$ cat src/rtl/arm_mem_pkg.sv
// Shared types and default widths for the Mem-stage SRAM controller.
// This package is common to both builds, with or without SRAM_READ_CACHE_EN.
package arm_mem_pkg;

  localparam int WORD_W    = 32;
  localparam int SRAM_DW   = 16;
  localparam int SRAM_AW   = 18;
  localparam int BASE_ADDR = 1024;

  typedef enum logic [1:0] {
    IDLE = 2'd0,
    LOW  = 2'd1,
    HIGH = 2'd2,
    DONE = 2'd3
  } state_e;

endpackage

$ cat src/rtl/sram_phase_counter.sv
// Wait-state counter for one half-word phase: counts 0..ACCESS_CYCLES-1 and flags the final cycle.
module sram_phase_counter #(
  parameter int ACCESS_CYCLES = 3,
  parameter int CNT_W         = (ACCESS_CYCLES > 1) ? $clog2(ACCESS_CYCLES) : 1
) (
  input  logic             clk,
  input  logic             rst,
  input  logic             clear,
  input  logic             en,
  output logic [CNT_W-1:0] count,
  output logic             last_cycle
);

  // Phase counter; wraps to zero after the last cycle so HIGH starts fresh after LOW.
  always_ff @(posedge clk or negedge rst) begin
    if (!rst) begin
      count <= {CNT_W{1'b0}};
    end else if (clear) begin
      count <= {CNT_W{1'b0}};
    end else if (en) begin
      count <= last_cycle ? {CNT_W{1'b0}} : count + CNT_W'(1);
    end else begin
      count <= count;
    end
  end

  assign last_cycle = (count == CNT_W'(ACCESS_CYCLES - 1));

endmodule

$ cat src/rtl/sram_controller.sv
// Splits 32-bit Mem-stage loads/stores into two wait-stated 16-bit asynchronous SRAM accesses.
// Optional SRAM_READ_CACHE_EN adds a one-entry read buffer that answers repeat reads without stalling.
module sram_controller #(
  parameter int WORD_W        = arm_mem_pkg::WORD_W,
  parameter int SRAM_DW       = arm_mem_pkg::SRAM_DW,
  parameter int SRAM_AW       = arm_mem_pkg::SRAM_AW,
  parameter int BASE_ADDR     = arm_mem_pkg::BASE_ADDR,
  parameter int ACCESS_CYCLES = 3
) (
  input  logic               clk,
  input  logic               rst,
  input  logic               wr_en,
  input  logic               rd_en,
  input  logic [WORD_W-1:0]  address,
  input  logic [WORD_W-1:0]  write_data,
  output logic [WORD_W-1:0]  read_data,
  output logic               ready,
  output logic [SRAM_AW-1:0] sram_addr,
  output logic               sram_we_n,
  output logic [SRAM_DW-1:0] sram_dq_out,
  output logic               sram_dq_oe,
  input  logic [SRAM_DW-1:0] sram_dq_in
);
  import arm_mem_pkg::*;

  localparam int TAG_W = SRAM_AW - 1;
  localparam int CNT_W = (ACCESS_CYCLES > 1) ? $clog2(ACCESS_CYCLES) : 1;

  state_e            state_r;
  logic              is_write_r;
  logic [TAG_W-1:0]  tag_r;
  logic [WORD_W-1:0] wdata_r;
  logic [WORD_W-1:0] read_data_r;
  logic [WORD_W-1:0] offset_s;
  logic [TAG_W-1:0]  tag_s;
  logic [CNT_W-1:0]  cnt_s;
  logic              last_s;
  logic              penult_s;
  logic              hit_s;
  logic              ready_s;

  // Word tag: bits [SRAM_AW:2] of the rebased byte address; the low two bits drop out.
  assign offset_s = address - WORD_W'(BASE_ADDR);
  assign tag_s    = TAG_W'(offset_s >> 2);
  assign penult_s = (cnt_s == CNT_W'(ACCESS_CYCLES - 2));

  sram_phase_counter #(
    .ACCESS_CYCLES(ACCESS_CYCLES),
    .CNT_W        (CNT_W)
  ) u_phase_counter (
    .clk       (clk),
    .rst       (rst),
    .clear     ((state_r == IDLE) || (state_r == DONE)),
    .en        ((state_r == LOW) || (state_r == HIGH)),
    .count     (cnt_s),
    .last_cycle(last_s)
  );

`ifdef SRAM_READ_CACHE_EN
  logic              cache_valid_r;
  logic [TAG_W-1:0]  cache_tag_r;
  logic [WORD_W-1:0] cache_data_r;

  assign hit_s = (state_r == IDLE) && rd_en && !wr_en && cache_valid_r && (cache_tag_r == tag_s);
  assign read_data = hit_s ? cache_data_r : read_data_r;

  // Read buffer: filled by every completed read, invalidated by a store to the same word.
  always_ff @(posedge clk or negedge rst) begin
    if (!rst) begin
      cache_valid_r <= 1'b0;
      cache_tag_r   <= {TAG_W{1'b0}};
      cache_data_r  <= {WORD_W{1'b0}};
    end else if (state_r == HIGH && last_s && !is_write_r) begin
      cache_valid_r <= 1'b1;
      cache_tag_r   <= tag_r;
      cache_data_r  <= {sram_dq_in, read_data_r[SRAM_DW-1:0]};
    end else if (state_r == IDLE && wr_en && cache_tag_r == tag_s) begin
      cache_valid_r <= 1'b0;
    end else begin
      cache_valid_r <= cache_valid_r;
    end
  end
`else
  assign hit_s     = 1'b0;
  assign read_data = read_data_r;
`endif

  // Handshake back to the pipeline; combinational so a new request stalls in its first cycle.
  always_comb begin
    ready_s = 1'b0;
    case (state_r)
      IDLE:    ready_s = !(wr_en || rd_en) || hit_s;
      DONE:    ready_s = 1'b1;
      default: ready_s = 1'b0;
    endcase
  end
  assign ready = ready_s;

  // Access sequencer; SRAM pins are set up one cycle ahead so they are registered outputs.
  always_ff @(posedge clk or negedge rst) begin
    if (!rst) begin
      state_r     <= IDLE;
      is_write_r  <= 1'b0;
      tag_r       <= {TAG_W{1'b0}};
      wdata_r     <= {WORD_W{1'b0}};
      read_data_r <= {WORD_W{1'b0}};
      sram_addr   <= {SRAM_AW{1'b0}};
      sram_we_n   <= 1'b1;
      sram_dq_oe  <= 1'b0;
      sram_dq_out <= {SRAM_DW{1'b0}};
    end else begin
      case (state_r)
        IDLE: begin
          if ((wr_en || rd_en) && !hit_s) begin
            state_r     <= LOW;
            is_write_r  <= wr_en;
            tag_r       <= tag_s;
            wdata_r     <= write_data;
            sram_addr   <= {tag_s, 1'b0};
            sram_we_n   <= !wr_en;
            sram_dq_oe  <= wr_en;
            sram_dq_out <= write_data[SRAM_DW-1:0];
          end
        end
        LOW: begin
          if (last_s) begin
            state_r     <= HIGH;
            sram_addr   <= {tag_r, 1'b1};
            sram_we_n   <= !is_write_r;
            sram_dq_out <= wdata_r[WORD_W-1:SRAM_DW];
            if (!is_write_r) begin
              read_data_r[SRAM_DW-1:0] <= sram_dq_in;
            end
          end else begin
            // Release the strobe on the final cycle so data is held past the write edge.
            sram_we_n <= !is_write_r || penult_s;
          end
        end
        HIGH: begin
          if (last_s) begin
            state_r    <= DONE;
            sram_we_n  <= 1'b1;
            sram_dq_oe <= 1'b0;
            if (!is_write_r) begin
              read_data_r[WORD_W-1:SRAM_DW] <= sram_dq_in;
            end
          end else begin
            sram_we_n <= !is_write_r || penult_s;
          end
        end
        DONE: begin
          state_r <= IDLE;
        end
        default: begin
          state_r <= IDLE;
        end
      endcase
    end
  end

endmodule

$ cat config.mk
export PLATFORM = sky130hd
export DESIGN_NAME = sram_controller
export DESIGN_NICKNAME = d
export VERILOG_FILES = /design/src/rtl/arm_mem_pkg.sv /design/src/rtl/sram_phase_counter.sv /design/src/rtl/sram_controller.sv
export SDC_FILE = /design/constraint.sdc
export NUM_CORES = 1
export LEC_CHECK = 0
export ABC_AREA = 1
export BUFFER_PORTS_ARGS = -buffer_cell sky130_fd_sc_hd__buf_2
export CORE_MARGIN = 2
export CORE_UTILIZATION = 47
export CTS_BUF_LIST = sky130_fd_sc_hd__clkbuf_8
export DETAILED_ROUTE_END_ITERATION = 10
export HOLD_SLACK_MARGIN = 0.06
export PLACE_DENSITY_LB_ADDON = 0.15
export SETUP_SLACK_MARGIN = 0.4
export SKIP_LAST_GASP = 1
export SLEW_MARGIN = 10
export SYNTH_ARGS = -nofsm -noshare
export SYNTH_HDL_FRONTEND = slang
export SYNTH_SLANG_ARGS = --single-unit
$ cat constraint.sdc
create_clock -name clk -period 1.54 [get_ports clk]
set_clock_uncertainty 0.15 [all_clocks]
set_input_delay 0.308 -clock clk [delete_from_list [all_inputs] [get_ports clk]]
set_output_delay 0.308 -clock clk [all_outputs]
set_load 0.01 [all_outputs]
==> results_dict.tcl <==
set metrics [dict create \
    outcome "finished with violations" \
    violations "setup timing" \
    area_delta_synth_final_pct 67.2 \
    global_route.usage.total_pct 26.4 \
    via_per_inst 4.98 \
    grt_max_degree 52 \
    setup_tns_ns -14.45 \
    grt_setup_unrepaired "true" \
    worst_pin_slew_ns 0.263 \
    r2r_cells 11 \
    ctsLongestPathBuffers 2 \
    synth-seq-cells 106 \
    drc 0 \
    vdd_drop_max_uv 1170 \
    synth_nets 675 \
    mostFrequentLayoutCells "nand2_1 (256), buf_2 (125), dfrtp_1 (105)" \
    worstPathCellList "buf_4, ha_2, inv_2, a21oi_2, buf_2" \
    cp_slowest_stage_delay_ns 0.39 \
    ant_nets 0 \
    path_buf_inv 3 \
    ctsHtreeMaxLevel 3 \
    avgSynthCellArea_um2 8.01 \
    hold_class "in2reg" \
    antenna_found_initial 0 \
    layout_setup_ws_ns -0.296 \
    cts_sinks 106 \
    crit_path_end_kind "primary output" \
    finalCritPeriodShare_pct 119 \
    mostFrequentLayoutCell "nand2_1" \
    die_h_um 104 \
    place_congestion 0.851 \
    instances_no_fill 1009 \
    startpoint_type "flip-flop" \
    synth_cell_types 22 \
    relSlewSlack_pct 82.3 \
    path_max_fanout 2 \
    grt_pass1_wl_mm 22.9 \
    routed_wl_mm 16.2 \
    critical_path_depth 5 \
    finalSetupViolations 105 \
    drv_slew 0 \
    clock_latency_ns 0.39 \
    diodes 0 \
    ios 153 \
    hold_depth 5 \
    die_x_um 104 \
    cts_root_buf "clkbuf_8" \
    place_hpwl_mm 7.79 \
    required_ns 1.08 \
    synth_cells 585 \
    wire_per_inst_um 16.0 \
    cp_top_family "flip-flops" \
    path_clk_slew_ns 0.11 \
    drive_above_1_share_pct 38.2 \
    period_minus_slack_ns 1.84 \
    max_freq_mhz 545 \
    vias 5029 \
    std_cell_rows 36 \
    seq_area_frac_synth_pct 56.6 \
    worst-setup-path-type "reg2out" \
    hold_viol_final 0 \
    synth_warnings 0 \
    drtIter0Drc 331 \
    critical_path_arrival_ns 1.38 \
    firstDrtPassIters 5 \
    start_util_pct 48.2 \
    core-area_mm2 0.00973 \
    cp_slowest_cell "dfrtp_1" \
    nNetsFinal 961 \
    portBuffers 137 \
    cts_inserted_buffers 9 \
    power_leakage_uw 0.00423 \
    dp_cells 854 \
    overflow 0 \
    power_density_mw_per_mm2 2130 \
    cts_tree "yes" \
    grt_pass1_vias 4856 \
    maxCapViolCount 0 \
    synth_area_mm2 0.00469 \
    dieArea_mm2 0.0108 \
]
## synth_stat cells
cell | count | area share [%]
xor2_1 | 2 | 0.37
o211ai_1 | 1 | 0.16
nand3_1 | 13 | 1.4
buf_2 | 15 | 1.6
buf_4 | 1 | 0.16
nor2_1 | 24 | 1.9
a31oi_1 | 3 | 0.40
nor3_1 | 2 | 0.21
inv_2 | 2 | 0.16
dfstp_2 | 1 | 0.56
o21ai_0 | 64 | 6.8
o21ai_4 | 1 | 0.35
buf_6 | 2 | 0.48
inv_1 | 46 | 3.7
a21oi_1 | 3 | 0.32
or2_0 | 1 | 0.13
o22ai_1 | 1 | 0.13
nand2_2 | 1 | 0.13
clkbuf_1 | 8 | 0.64
nand2_1 | 283 | 23
ha_1 | 6 | 1.6
dfrtp_1 | 105 | 56
## report_power, final
part           internal [uW]  total (uW)  switching (uW)
Clock                    688        1700            1010
Combinational           4960       10000            5050
Sequential              4150        4970             818
## repair_timing
action	CTS	global route
endpoints found under the setup margin	175	223
buffers inserted	36	35
gates resized for setup	84	90
cloned	13	3
pin swaps	6	7
endpoints found under the hold margin	172	0
hold buffers	52	0
## per-layer routing
metal / up-vias / GRT usage [%] / routed length (um)
li1: 2373 / - / -
met1: 2425 / 32.0 / 6290
met2: 190 / 45.4 / 8430
met3: 41 / 7.33 / 1010
met4: 0 / 9.27 / 448
met5: - / 0 / 0
## stage by stage
step | setup slack [ns] | area [um^2] | util (%) | hold WS, ns | power [uW]
3_5_place_dp | -0.159 | 5720 | 58.8 | 0.0641 | 10700
4_1_cts | -0.282 | 7240 | 74.4 | 0.0648 | 15000
5_1_grt | -0.352 | 7830 | 80.5 | 0.0795 | 17700
3_3_place_gp | -0.0875 | 5720 | 58.8 | 0.0628 | 10500
6_report | -0.296 | 7830 | 80.5 | 0.0794 | 16700
2_1_floorplan | 0.0629 | 4780 | - | -0.138 | 8580
## worst reg2reg max path, delay by kind of cell, from the launching register on
kind / cells / cell delay, ns
DFF: 1 / 0.41
adders and majority gates: 1 / 0.17
and+or+nand+nor: 5 / 0.36
buffers and inverters: 4 / 0.51
AOI/OAI and AO/OA: 1 / 0.09
## flip-flops by register name, indices dropped and copies added, names as in the netlist
| signal | count |
|---|---|
| is_write_r | 1 |
| sram_dq_out | 16 |
| u_phase_counter.count | 2 |
| sram_we_n | 1 |
| wdata_r | 16 |
| state_r | 2 |
| sram_dq_oe | 1 |
| sram_addr | 18 |
| read_data | 32 |
| tag_r | 17 |
## kinds of logic (layout without fill, tap and decap cells)
group | after synthesis | after routing | synth area share (%)
xor gates and xnor gates | 2 | 2 | 0.374
AOI/OAI and AO/OA | 73 | 73 | 8.20
DFF | 106 | 106 | 56.6
and+or+nand+nor | 324 | 325 | 26.5
buffers and inverters | 74 | 364 | 6.73
adders and majority gates | 6 | 6 | 1.60
## worst paths after layout
check	from	endpoint	slack, ns
worst max-delay path	state_r[1]	ready	-0.30
worst min-delay path	write_data[8]	sram_dq_out[8]	0.08
worst max register to register	state_r[0]	sram_addr[14]	-0.24
worst min register to register	u_phase_counter.count[0]	u_phase_counter.count[0]	0.31
max in group asynchronous	rst	sram_we_n	0.53
min in group asynchronous	rst	tag_r[12]	0.18
## cell type report
cell class,instances,area (um^2)
Multi-Input combinational cell,406,2080
Clock inverter,5,36.3
Sequential cell,106,2650
Timing Repair inverter,2,27.5
Timing Repair Buffer,298,2520
Inverter,48,200
Clock buffer,11,151
Tap cell,133,166
Fill cell,581,1900
No activity file was read; power rests on OpenSTA's default activity.
